### config.mk
export PLATFORM = sky130hd
export DESIGN_NAME = fb_access_arbiter
export DESIGN_NICKNAME = d
export VERILOG_FILES = /design/src/rtl/fb_pkg.sv /design/src/rtl/fb_xy_to_addr.sv /design/src/rtl/fb_access_arbiter.sv
export SDC_FILE = /design/constraint.sdc
export NUM_CORES = 1
export LEC_CHECK = 0
export CELL_PAD_IN_SITES_DETAIL_PLACEMENT = 2
export CELL_PAD_IN_SITES_GLOBAL_PLACEMENT = 2
export CORE_MARGIN = 2
export CORE_UTILIZATION = 31
export CTS_BUF_LIST = sky130_fd_sc_hd__clkbuf_8 sky130_fd_sc_hd__clkbuf_16
export DETAILED_ROUTE_END_ITERATION = 8
export PLACE_DENSITY_LB_ADDON = 0.15
export SYNTH_ARGS = -nofsm -noshare
export SYNTH_HDL_FRONTEND = slang
export SYNTH_HIERARCHICAL = 1
export SYNTH_SLANG_ARGS = --single-unit
### constraint.sdc
create_clock -name i_clk_50mhz -period 2.44 [get_ports i_clk_50mhz]
set_clock_uncertainty 0.05 [all_clocks]
set_input_delay 0.366 -clock i_clk_50mhz [delete_from_list [all_inputs] [get_ports i_clk_50mhz]]
set_output_delay 0.366 -clock i_clk_50mhz [all_outputs]
set_load 0.02 [all_outputs]
### src/rtl/fb_pkg.sv
// Shared framebuffer definitions: default geometry, arbiter state type and
// the reference x/y-to-linear-address mapping for a 640-pixel-wide screen.
package fb_pkg;

    localparam int H_RES_DEF  = 640;
    localparam int V_RES_DEF  = 480;
    localparam int DATA_W_DEF = 8;
    localparam int ADDR_W_DEF = 19;
    localparam int FB_WORDS   = H_RES_DEF * V_RES_DEF;

    typedef enum logic {
        ST_IDLE  = 1'b0,
        ST_CLEAR = 1'b1
    } fb_state_e;

    // y*640 + x as (y<<9) + (y<<7) + x, so no multiplier is needed.
    function automatic logic [ADDR_W_DEF-1:0] xy_to_addr(input logic [9:0] x,
                                                         input logic [9:0] y);
        logic [ADDR_W_DEF-1:0] yw;
        logic [ADDR_W_DEF-1:0] xw;
        yw = {9'b0_0000_0000, y};
        xw = {9'b0_0000_0000, x};
        return (yw << 9) + (yw << 7) + xw;
    endfunction

endpackage

### src/rtl/fb_xy_to_addr.sv
// Combinational pixel-coordinate to framebuffer-address translation with an
// in-range flag; the 640-wide geometry uses the package shift-add mapping.
module fb_xy_to_addr
    import fb_pkg::*;
#(
    parameter int H_RES  = H_RES_DEF,
    parameter int V_RES  = V_RES_DEF,
    parameter int ADDR_W = ADDR_W_DEF
) (
    input  logic [9:0]        x_i,
    input  logic [9:0]        y_i,
    output logic [ADDR_W-1:0] addr_o,
    output logic              in_range_o
);

    generate
        if (H_RES == 640 && ADDR_W == ADDR_W_DEF) begin : g_shift_add
            assign addr_o = xy_to_addr(x_i, y_i);
        end else begin : g_const_mult
            assign addr_o = ADDR_W'(y_i) * ADDR_W'(H_RES) + ADDR_W'(x_i);
        end
    endgenerate

    assign in_range_o = ({1'b0, x_i} < 11'(H_RES)) && ({1'b0, y_i} < 11'(V_RES));

endmodule

### src/rtl/fb_access_arbiter.sv
// Single-port framebuffer arbiter: video fetch always wins the RAM slot,
// clear-screen fill and host writes share whatever cycles fetch leaves free.
module fb_access_arbiter
    import fb_pkg::*;
#(
    parameter int H_RES  = H_RES_DEF,
    parameter int V_RES  = V_RES_DEF,
    parameter int DATA_W = DATA_W_DEF,
    parameter int ADDR_W = ADDR_W_DEF
) (
    input  logic              i_clk_50mhz,
    input  logic              i_n_reset,
    input  logic              i_fetch_req,
    input  logic [9:0]        i_fetch_x,
    input  logic [9:0]        i_fetch_y,
    output logic              o_fetch_valid,
    output logic [DATA_W-1:0] o_fetch_data,
    input  logic              i_wr_valid,
    output logic              o_wr_ready,
    input  logic [9:0]        i_wr_x,
    input  logic [9:0]        i_wr_y,
    input  logic [DATA_W-1:0] i_wr_data,
    input  logic              i_clear_start,
    input  logic [DATA_W-1:0] i_clear_color,
    output logic              o_clear_busy,
    output logic              o_clear_done,
    output logic [ADDR_W-1:0] o_mem_addr,
    output logic              o_mem_we,
    output logic [DATA_W-1:0] o_mem_wdata,
    input  logic [DATA_W-1:0] i_mem_rdata
);

    localparam logic [ADDR_W-1:0] LAST_ADDR = ADDR_W'(H_RES * V_RES - 1);

    fb_state_e         state_q, state_d;
    logic [ADDR_W-1:0] cnt_q, cnt_d;
    logic [DATA_W-1:0] color_q, color_d;
    logic [ADDR_W-1:0] addr_q, addr_d;
    logic              we_q, we_d;
    logic [DATA_W-1:0] wdata_q, wdata_d;
    logic              busy_q, busy_d;
    logic              done_q, done_d;
    logic              fv1_q, fv2_q, fir1_q, fir2_q;
    logic              fetch_valid_q, fetch_valid_d;
    logic [DATA_W-1:0] fetch_data_q, fetch_data_d;

    logic [ADDR_W-1:0] fetch_addr_s;
    logic              fetch_in_range_s;
    logic [ADDR_W-1:0] wr_addr_s;
    logic              wr_in_range_s;
    logic              fetch_hit_s;
    logic              wr_ready_s;
    logic              wr_issue_s;

    fb_xy_to_addr #(.H_RES(H_RES), .V_RES(V_RES), .ADDR_W(ADDR_W)) u_fetch_map (
        .x_i        (i_fetch_x),
        .y_i        (i_fetch_y),
        .addr_o     (fetch_addr_s),
        .in_range_o (fetch_in_range_s)
    );

    fb_xy_to_addr #(.H_RES(H_RES), .V_RES(V_RES), .ADDR_W(ADDR_W)) u_wr_map (
        .x_i        (i_wr_x),
        .y_i        (i_wr_y),
        .addr_o     (wr_addr_s),
        .in_range_o (wr_in_range_s)
    );

    assign fetch_hit_s = i_fetch_req && fetch_in_range_s;
    assign wr_ready_s  = (state_q == ST_IDLE) && !i_fetch_req;
    // Out-of-range writes still handshake but never reach the RAM.
    assign wr_issue_s  = i_wr_valid && wr_ready_s && wr_in_range_s;

    // Slot arbitration, fill sequencing and fetch return next-state logic.
    always_comb begin
        state_d       = state_q;
        cnt_d         = cnt_q;
        color_d       = color_q;
        addr_d        = addr_q;
        we_d          = 1'b0;
        wdata_d       = wdata_q;
        busy_d        = busy_q;
        done_d        = 1'b0;
        fetch_valid_d = fv2_q;
        fetch_data_d  = fetch_data_q;

        if (fetch_hit_s) begin
            addr_d = fetch_addr_s;
        end else if (state_q == ST_CLEAR) begin
            we_d    = 1'b1;
            addr_d  = cnt_q;
            wdata_d = color_q;
        end else if (wr_issue_s) begin
            we_d    = 1'b1;
            addr_d  = wr_addr_s;
            wdata_d = i_wr_data;
        end else begin
            we_d = 1'b0;
        end

        case (state_q)
            ST_IDLE: begin
                if (i_clear_start) begin
                    state_d = ST_CLEAR;
                    cnt_d   = {ADDR_W{1'b0}};
                    color_d = i_clear_color;
                    busy_d  = 1'b1;
                end else begin
                    busy_d = 1'b0;
                end
            end
            ST_CLEAR: begin
                if (fetch_hit_s) begin
                    cnt_d = cnt_q;
                end else if (cnt_q == LAST_ADDR) begin
                    state_d = ST_IDLE;
                    cnt_d   = {ADDR_W{1'b0}};
                    busy_d  = 1'b0;
                    done_d  = 1'b1;
                end else begin
                    cnt_d = cnt_q + {{(ADDR_W-1){1'b0}}, 1'b1};
                end
            end
            default: begin
                state_d = ST_IDLE;
                busy_d  = 1'b0;
            end
        endcase

        // Stage 2 carries the request whose RAM read data is on i_mem_rdata now.
        if (fv2_q) begin
            fetch_data_d = fir2_q ? i_mem_rdata : {DATA_W{1'b0}};
        end else begin
            fetch_data_d = fetch_data_q;
        end
    end

    // All state and output registers; reset abandons any fill silently.
    always_ff @(posedge i_clk_50mhz or negedge i_n_reset) begin
        if (!i_n_reset) begin
            state_q       <= ST_IDLE;
            cnt_q         <= {ADDR_W{1'b0}};
            color_q       <= {DATA_W{1'b0}};
            addr_q        <= {ADDR_W{1'b0}};
            we_q          <= 1'b0;
            wdata_q       <= {DATA_W{1'b0}};
            busy_q        <= 1'b0;
            done_q        <= 1'b0;
            fv1_q         <= 1'b0;
            fv2_q         <= 1'b0;
            fir1_q        <= 1'b0;
            fir2_q        <= 1'b0;
            fetch_valid_q <= 1'b0;
            fetch_data_q  <= {DATA_W{1'b0}};
        end else begin
            state_q       <= state_d;
            cnt_q         <= cnt_d;
            color_q       <= color_d;
            addr_q        <= addr_d;
            we_q          <= we_d;
            wdata_q       <= wdata_d;
            busy_q        <= busy_d;
            done_q        <= done_d;
            fv1_q         <= i_fetch_req;
            fir1_q        <= fetch_hit_s;
            fv2_q         <= fv1_q;
            fir2_q        <= fir1_q;
            fetch_valid_q <= fetch_valid_d;
            fetch_data_q  <= fetch_data_d;
        end
    end

    assign o_wr_ready    = wr_ready_s;
    assign o_mem_addr    = addr_q;
    assign o_mem_we      = we_q;
    assign o_mem_wdata   = wdata_q;
    assign o_clear_busy  = busy_q;
    assign o_clear_done  = done_q;
    assign o_fetch_valid = fetch_valid_q;
    assign o_fetch_data  = fetch_data_q;

endmodule

### After elaboration in Yosys (flattened, before gate mapping)

Index checks and enable logic that the tools add are counted.

* memory bits (read-only): 0
* bits in registers: 71
* bits in writable memories: 0
* input port bits: 69
* memories kept: 0
* word-level logic and storage cells: 65
* output and inout bits: 40
* latch bits: 0

* divide/modulo/power cells: 0
* add/subtract/negate cells: 5
* bitwise operators: 2
* $mul: 0
* shift-type cells: 0
* eq/ne operators: 4
* multiplexer cells: 23
* reduce and logical (&&, ||, !) cells: 13
* $lt $le $gt $ge: 4

Operator list (number)
* 19-bit two-way mux: 6
* 19-bit by 10-bit adder with 19-bit output: 2
* 19-bit by 17-bit adder with 19-bit output: 2
* 19-bit case mux with 2 select lines: 1
* 8-bit two-way mux: 3
* 10-bit < comparator (second input constant): 2
* 10-bit by 9-bit < comparator with 1-bit output (second input constant): 2
* 19-bit by 1-bit adder with 19-bit output (second input constant): 1
* 19-bit equality test (second input constant): 1
* 1-bit two-way mux: 11
* 2-bit AND reduction: 4
* 1-bit logical AND: 6
* 2-bit inequality test (second input constant): 2
* 1-bit case mux with 2 select lines: 2
* 3-bit nonzero test: 1
* 2-bit by 1-bit inequality test with 1-bit output (second input constant): 1
* 1-bit NOT: 2
* 2-bit nonzero test: 1
* 1-bit logical NOT: 1

### Depth between registers and ports, before layout

Gate-level depths: netlist of run 1.

* word-level depth: 7
* depth in mapped cells: 11
* mapped depth without buffers: 11

### Hierarchy

The synthesis of run 1 kept the hierarchy.

By module, submodules not included
* fb_access_arbiter: area an instance 3535.9 um^2, instances 1, sequential area each 1776.7 um^2, cells an instance 337
* fb_xy_to_addr (u_wr_map): area an instance 671.9 um^2, instances 1, sequential area each 0.0 um^2, cells an instance 81
* fb_xy_to_addr (u_fetch_map): area an instance 663.1 um^2, instances 1, sequential area each 0.0 um^2, cells an instance 81

### Worst setup path after synthesis of run 1

Ideal clock, no wire load.

* path kind: input to register
* start point: input i_wr_x[9]
* end point: register addr_q[16], in the netlist o_mem_addr[16]
* data required time: 2.258 ns
* buffers on the path: 0
* arrival: 2.498 ns
* stages on the path: 11
* slack: -0.240 ns
* library setup time: 0.132 ns
* cells stage by stage: inv_1 > fa_1 > inv_1 > fa_1 > a21oi_2 > o211ai_2 > o41ai_2 > xnor2_1 > mux2_2 > mux2i_1 > o21ai_1

* cells in the longest elaborated chain, start to end: 4
* elaborated cells on any way between the ends: 8
* those cells by class: add/sub: 1; order compare: 1; mux: 3; reduce/logical: 3

RTL lines
* start: declaration: RTL line fb_access_arbiter.sv:20 `input logic [9:0] i_wr_x,`
* 19-bit by 10-bit adder with 19-bit output: RTL line fb_pkg.sv:23 `return (yw << 9) + (yw << 7) + xw;`
* named net wr_addr_s[16]: RTL line fb_access_arbiter.sv:49 `logic [ADDR_W-1:0] wr_addr_s;`
* 19-bit two-way mux: RTL line fb_access_arbiter.sv:93 `end else if (wr_issue_s) begin`
* 19-bit two-way mux: RTL line fb_access_arbiter.sv:89 `end else if (state_q == ST_CLEAR) begin`
* 19-bit two-way mux: RTL line fb_access_arbiter.sv:87 `if (fetch_hit_s) begin`
* end signal: assignment: RTL line fb_access_arbiter.sv:144 `addr_q <= {ADDR_W{1'b0}};`
* end signal: assignment: RTL line fb_access_arbiter.sv:159 `addr_q <= addr_d;`
* end: declaration: RTL line fb_access_arbiter.sv:38 `logic [ADDR_W-1:0] addr_q, addr_d;`

The timed path passes the listed nets, and every way through them passes these cells. The select of a mux whose other input is x is not followed.
A chain may end at the register's enable or synchronous reset.

### Worst setup path after layout of run 1

* start point: input i_wr_y[3]
* end point: register addr_q[14], in the netlist o_mem_addr[14]

* cells in the longest elaborated chain, start to end: 5
* elaborated cells on any way between the ends: 9
* those cells by class: add/sub: 2; order compare: 1; mux: 3; reduce/logical: 3

RTL lines
* start: declaration: RTL line fb_access_arbiter.sv:21 `input logic [9:0] i_wr_y,`
* 19-bit by 17-bit adder with 19-bit output: RTL line fb_pkg.sv:23
* 19-bit by 10-bit adder with 19-bit output: RTL line fb_pkg.sv:23
* named net wr_addr_s[14]: RTL line fb_access_arbiter.sv:49
* 19-bit two-way mux: RTL line fb_access_arbiter.sv:93
* 19-bit two-way mux: RTL line fb_access_arbiter.sv:89
* 19-bit two-way mux: RTL line fb_access_arbiter.sv:87

The timed path passes the listed nets, and every way through them passes these cells. The select of a mux whose other input is x is not followed.

==> results of run 1 <==
## cells in the final DEF, fill, tap and decap left out, types with 3 or more instances in the layout
master	n
a21oi_2	4
o21ai_0	27
nor3_1	5
ha_2	3
nor2_1	19
dfrtp_1	70
and3_1	3
ha_4	8
mux2i_1	27
o211ai_1	4
clkbuf_16	9
dlygate4sd2_1	4
buf_12	7
nand4_1	10
dlymetal6s2s_1	3
nand2_1	47
or3_1	6
buf_4	65
a21oi_1	16
o31ai_1	3
clkinv_2	3
o21ai_1	22
inv_2	5
inv_1	20
clkdlybuf4s50_1	95
xor2_1	7
nand3_1	29
xnor2_1	17
a31oi_1	5
and4_1	5
ha_1	28
mux2_2	25
## routing by layer
| metal | part of all wire, % | vias up | routed length, um |
|---|---|---|---|
| li1 | - | 2108 | - |
| met1 | 44 | 2265 | 7360 |
| met2 | 53 | 77 | 8950 |
| met3 | 2.1 | 17 | 358 |
| met4 | 1.4 | 0 | 236 |
| met5 | 0 | - | 0 |
## power by group through the flow
stage	clock network (W)	registers, W	logic, W
2_1_floorplan	0	0.00162	0.000695
3_3_place_gp	0	0.00155	0.00144
3_5_place_dp	0	0.00157	0.00150
4_1_cts	0.00124	0.00156	0.00154
5_1_grt	0.00128	0.00158	0.00175
6_report	0.00120	0.00155	0.00160
## worst max-delay path, cell delays in order
cell and delay [ns]:
clkdlybuf4s50_1 0.44, ha_1 0.33, ha_4 0.31, nand3_1 0.09, o211ai_2 0.26, buf_6 0.15
nor2_4 0.03, xnor2_1 0.13, mux2_2 0.27, mux2i_1 0.20, o21ai_1 0.10
## logic make-up after synthesis
logic type,Yosys count
simple gates,148
compound gates,102
flops,71
buf+inv,57
mux,54
fa+ha+maj,43
xor+xnor,24
## sequential cells by signal, summed over array words and instances (netlist names)
register,count
o_clear_busy,1
color_q,8
o_fetch_data,8
cnt_q,19
fir2_q,1
o_clear_done,1
fetch_valid_d,1
o_fetch_valid,1
o_mem_we,1
o_mem_wdata,8
fir1_q,1
o_mem_addr,19
state_q,1
fv1_q,1
## worst max-delay path by stage
stage                                      end  slack [ns]  cells past startpoint
global placement    o_mem_addr[16]$_DFFE_PN0P_       -0.68                     12
global route        o_mem_addr[14]$_DFFE_PN0P_       -0.15                     13
CTS                 o_mem_addr[18]$_DFFE_PN0P_       -0.09                     13
detailed placement  o_mem_addr[16]$_DFFE_PN0P_       -0.82                     12
finish              o_mem_addr[14]$_DFFE_PN0P_       -0.08                     11
floorplan           o_mem_addr[16]$_DFFE_PN0P_       -0.16                     11
## layout make-up
class / count / share of cell area [%]
Clock buffer: 9 / 3.18
Inverter: 26 / 1.41
Timing Repair Buffer: 180 / 24.2
Clock inverter: 6 / 0.547
Tap cell: 211 / 3.72
Sequential cell: 71 / 25.1
Multi-Input combinational cell: 371 / 41.9
## per-stage QoR
stage / util (%) / TNS [ns]
floorplan: - / -0.170
global placement: 43.0 / -6.99
detailed placement: 43.0 / -8.85
CTS: 45.0 / -0.128
global route: 46.5 / -0.712
finish: 46.5 / -0.132
## what timing repair did
action | 4_1_cts | 5_1_grt
resized for setup | 36 | 24
pin swaps | 19 | 19
setup endpoints to repair | 9 | 12
setup buffers | 2 | 8
==> results.ini, run 1 <==
[clock_tree]
cts_tree = yes
clkLatencyLatePin_ns = 0.34
clock-sinks = 71
cts-root-buf = clkbuf_16
cts_hold_buf = 0
htree_levels = 3
cts_made_buffers = 9
cts_buffer_depth = 2
path_clk_slew_ns = 0.06

[sta]
slew_viol_final = 0
finalSetupViolations = 3
finalCritPeriodShare_pct = 103
rsz0062_at_grt = yes
max_freq_mhz = 397
hold_violations = 11
timing.slew.headroom_pct = 59.1
fin_crit_ns = 2.52
fin_ws_ns = -0.0787
tightest_slew_ns = 0.614
hold_ws_ns = -0.0256

[synth]
synth-compound-area-share_pct = 13.7
netlist_area_sq_um = 4870
synth_mux_area_share_pct = 11.8
synth-seq-cells = 71
yosys.area_share.simple_pct = 16.0
synth_top_cell_by_area = dfrtp_1
synth_flop_cell = dfrtp_1
netlist.area_leader.share_pct = 36.5
synthAdderAreaFrac_pct = 11.7
synth-edff-count = 0
yosysSeqAreaShare_pct = 36.5
synth_cell_types = 59
yosysMostFrequentCell = dfrtp_1
avgSynthCellArea_sq_um = 9.76
synth_fp_nets = 611
synthTopCellsByCount = dfrtp_1, nand2_1, ha_1, nand3_1, o21ai_0
synth-xor-area-share_pct = 4.32
synth_top_family_by_area = simple AND/OR/NAND/NOR gates
ys_warn_count = 6
synth_area_leaders = dfrtp_1, ha_1, mux2_2
synthCells = 499
async_flop_share_pct = 100

[power_and_ir_drop]
vdd_drop_max_mv = 0.377
p_seq_share_pct = 35.7
switching_share_pct = 34.3
power_switching_w = 0.00149
clockPowerShare_pct = 27.6
p_leak_nw = 3.06
intPower_w = 0.00286
pwr_density_cell_nw_per_um2 = 614
power_frac_comb_pct = 36.7
power_w = 0.00435

[cells_and_area]
fin_area_sq_um = 7090
nets = 771
area.growth.synth_to_final_pct = 45.6
final_cell_count_no_fill = 874
regArea_sq_um = 1780
layout-drive-gt1-share_pct = 24.7
multiInputGateArea_sq_um = 2970
fillers = 1620
antennaDiodeCount = 0

[grt]
busiest_layer = met2
use_met2_pct = 37.5
grt_max_degree = 44
grt_use_total_pct = 20.5
gr-total-overflow = 0
grt_antenna_before_repair = 0
grt_use_met3_pct = 2.02
grt_pass1_wl_um = 26500
grtUsageMet1_pct = 25.3
grt_pass1_vias = 5011

[place]
gp_congestion = 0.790
hpwl_um = 12800
numPlacedInstances = 849
dpl_cell_area_sq_um = 6560
io_buffers = 108
dp_slack_ns = -0.816

[min_path]
min_path_type = in2async

[setup_path]
cp.required_ns = 2.61
path_class = in2reg
crit_path_start = i_wr_y[3]
r2r_end = cnt_q[12]$_DFFE_PN0P_
worstSetupEndpointType = flip-flop
ff2ff_path_depth = 3
rrSetupSlack_ns = 0.56
crit_fanout = 5
critPathLaunchType = primary input
arrival_ns = 2.69
worstReg2RegStart = state_q$_DFF_PN0_

[die]
start_util_pct = 31.9
ios = 109
rows = 45
die-height_um = 129
die_w_um = 129
core_area_sq_um = 15300
die-area_sq_um = 16700

[detailed_routing]
via_per_inst = 5.11
drt_wl_total_um = 16900
wl_per_cell_um = 19.4
vias = 4467
dr.pass1.iters = 4
ant_nets = 0
first_iter_violations = 133
drcViolationCount = 0

[status]
status = finished, violations left
violations = negative hold slack, negative setup slack

[job]
cap_violations = 0

(Power assumes the default switching activity.)
==> inputs of run 2 (changes only) <==
Settings changed: MAX_ROUTING_LAYER from default to met4.
==> run 2 against run 1 <==
The flow still finishes with violations (negative hold slack, negative setup slack); wire length up 0.10%; critical endpoint unchanged; sequential share of layout area unchanged; register-to-register slack is essentially flat.
==> results.ini, run 2 (synthesized netlist as in run 1, its figures left out) <==
[clock_tree]
cts_tree = yes  ; unchanged
cts-root-buf = clkbuf_16  ; unchanged
cts_buffer_depth = 2  ; unchanged
cts_made_buffers = 9  ; unchanged
clock-sinks = 71  ; unchanged
htree_levels = 3  ; unchanged
clkLatencyLatePin_ns = 0.34  ; about the same
path_clk_slew_ns = 0.06  ; about the same

[setup_path]
cp.required_ns = 2.61  ; about the same
arrival_ns = 2.69  ; about the same
r2r_end = cnt_q[12]$_DFFE_PN0P_  ; unchanged
path_class = in2reg  ; unchanged
crit_end = o_mem_addr[14]$_DFFE_PN0P_  ; unchanged
slowest_delay_ns = 0.44  ; about the same
critPathLaunchType = primary input  ; unchanged
ff2ff_path_depth = 3  ; unchanged
worstSetupEndpointType = flip-flop  ; unchanged
cp.depth = 11  ; unchanged
crit_path_start = i_wr_y[3]  ; unchanged
crit_fanout = 5  ; unchanged
worstReg2RegStart = state_q$_DFF_PN0_  ; unchanged
crit_slowest_cell = clkdlybuf4s50_1  ; unchanged
rrSetupSlack_ns = 0.55  ; was 0.56 ns
cp.buffers_inverters = 2  ; unchanged
path_cells = clkdlybuf4s50_1 -> ha_1 -> ha_4 -> nand3_1 -> o211ai_2 -> buf_6 -> nor2_4 -> xnor2_1 -> mux2_2 -> mux2i_1 -> o21ai_1  ; unchanged
cp_top_family = adder cells  ; unchanged

[cells_and_area]
antennaDiodeCount = 0  ; unchanged
nets = 771  ; unchanged
final_common_cell = clkdlybuf4s50_1  ; unchanged
layout-drive-gt1-share_pct = 24.7  ; unchanged
final_cell_mix = clkdlybuf4s50_1, dfrtp_1, buf_4  ; unchanged
fin_area_sq_um = 7090  ; unchanged
area.growth.synth_to_final_pct = 45.6  ; unchanged

[grt]
grt_antenna_before_repair = 0  ; unchanged
grt_pass1_vias = 4997  ; was 5011
grt_use_total_pct = 21.1  ; was 20.5%
gr-total-overflow = 0  ; unchanged
grt_pass1_wl_um = 26500  ; about the same
grt_max_degree = 44  ; unchanged

[power_and_ir_drop]
p_seq_share_pct = 35.7  ; about the same
intPower_w = 0.00286  ; about the same
switching_share_pct = 34.3  ; about the same
pwr_density_cell_nw_per_um2 = 613  ; was 614 nW/um^2
clockPowerShare_pct = 27.6  ; about the same
power_frac_comb_pct = 36.8  ; was 36.7%
p_leak_nw = 3.06  ; unchanged
vdd_drop_max_mv = 0.379  ; was 0.377 mV
power_switching_w = 0.00149  ; about the same

[sta]
finalCritPeriodShare_pct = 103  ; about the same
max_freq_mhz = 397  ; about the same
rsz0062_at_grt = yes  ; unchanged
setup_tns_ns = -0.133  ; was -0.132 ns
slew_viol_final = 0  ; unchanged
fin_crit_ns = 2.52  ; about the same
hold_ws_ns = -0.0228  ; was -0.0256 ns
timing.slew.headroom_pct = 59.1  ; about the same
hold_violations = 11  ; unchanged
finalSetupViolations = 3  ; unchanged
fin_ws_ns = -0.0810  ; was -0.0787 ns
tightest_slew_ns = 0.613  ; was 0.614 ns

[status]
violations = negative hold slack, negative setup slack  ; unchanged
status = finished, violations left  ; unchanged

[die]
ios = 109  ; unchanged
die-area_sq_um = 16700  ; unchanged
core_area_sq_um = 15300  ; unchanged
die_w_um = 129  ; unchanged
rows = 45  ; unchanged
die-height_um = 129  ; unchanged
start_util_pct = 31.9  ; unchanged

[min_path]
min_path_type = in2async  ; unchanged

[detailed_routing]
drt_wl_total_um = 16900  ; about the same
vias = 4447  ; was 4467
first_iter_violations = 117  ; was 133
via_per_inst = 5.09  ; was 5.11
drcViolationCount = 0  ; unchanged
ant_nets = 0  ; unchanged
wl_per_cell_um = 19.4  ; about the same
dr.pass1.iters = 4  ; unchanged

[place]
dp_slack_ns = -0.816  ; unchanged
gp_congestion = 0.801  ; was 0.790
dpl_cell_area_sq_um = 6560  ; unchanged
hpwl_um = 12800  ; unchanged
io_buffers = 108  ; unchanged

[job]
cap_violations = 0  ; unchanged

-- run 2: how the worst min path moves through the flow --
stage / from / to / depth (start not counted)
6_report: i_n_reset / cnt_q[16]$_DFFE_PN0P_ / 1
2_1_floorplan: i_n_reset / cnt_q[0]$_DFFE_PN0P_ / 0
5_1_grt: i_n_reset / cnt_q[16]$_DFFE_PN0P_ / 1
3_5_place_dp: fv1_q$_DFF_PN0_ / fetch_valid_d$_DFF_PN0_ / 0
4_1_cts: i_n_reset / cnt_q[16]$_DFFE_PN0P_ / 1
3_3_place_gp: fir1_q$_DFF_PN0_ / fir2_q$_DFF_PN0_ / 0
-- run 2: power groups by stage --
| stage | logic [W] | clock network (W) | registers [W] |
|---|---|---|---|
| floorplan | 0.000695 | 0 | 0.00162 |
| global placement | 0.00144 | 0 | 0.00155 |
| detailed placement | 0.00150 | 0 | 0.00157 |
| CTS | 0.00154 | 0.00124 | 0.00156 |
| global route | 0.00175 | 0.00128 | 0.00158 |
| finish | 0.00160 | 0.00120 | 0.00155 |
-- run 2: layer usage --
metal / share of wire, % / global-route usage (%)
met3: 2.3 / 2.97
met2: 53 / 37.6
met5: 0 / -
met1: 43 / 25.2
met4: 0.95 / 5.05
-- run 2: area by class of cell --
cell class | instances | area [sq um]
repair buffers | 180 | 1710
inverters | 26 | 100
fillers | 1620 | 8170
well taps | 211 | 264
multi-input cells | 371 | 2970
flip-flops and latches | 71 | 1780
clock buffers | 9 | 225
clock inverters | 6 | 38.8
-- run 2: through the flow --
step	utilization (%)	power (W)	instances	hold WS, ns
after floorplan	-	0.00231	499	0.0204
after global placement	43.0	0.00299	849	0.287
after detailed placement	43.0	0.00306	849	0.300
after CTS	45.0	0.00433	866	0.0131
after global routing	46.5	0.00462	874	0.0216
final	46.5	0.00435	874	-0.0228
-- run 2: worst reg2reg max path: cells and delay by family (launching register included) --
family	cells	cell delay, ns
AOI/OAI and AO/OA	2	0.59
and+or+nand+nor	1	0.56
DFF	1	0.61
-- run 2: timing repair --
| action | in CTS | in global routing |
|---|---|---|
| hold buffers | 0 | 0 |
| gates resized for setup | 36 | 24 |
| setup endpoints to repair | 9 | 11 |
| buffers inserted | 2 | 8 |
| pin swaps | 19 | 19 |
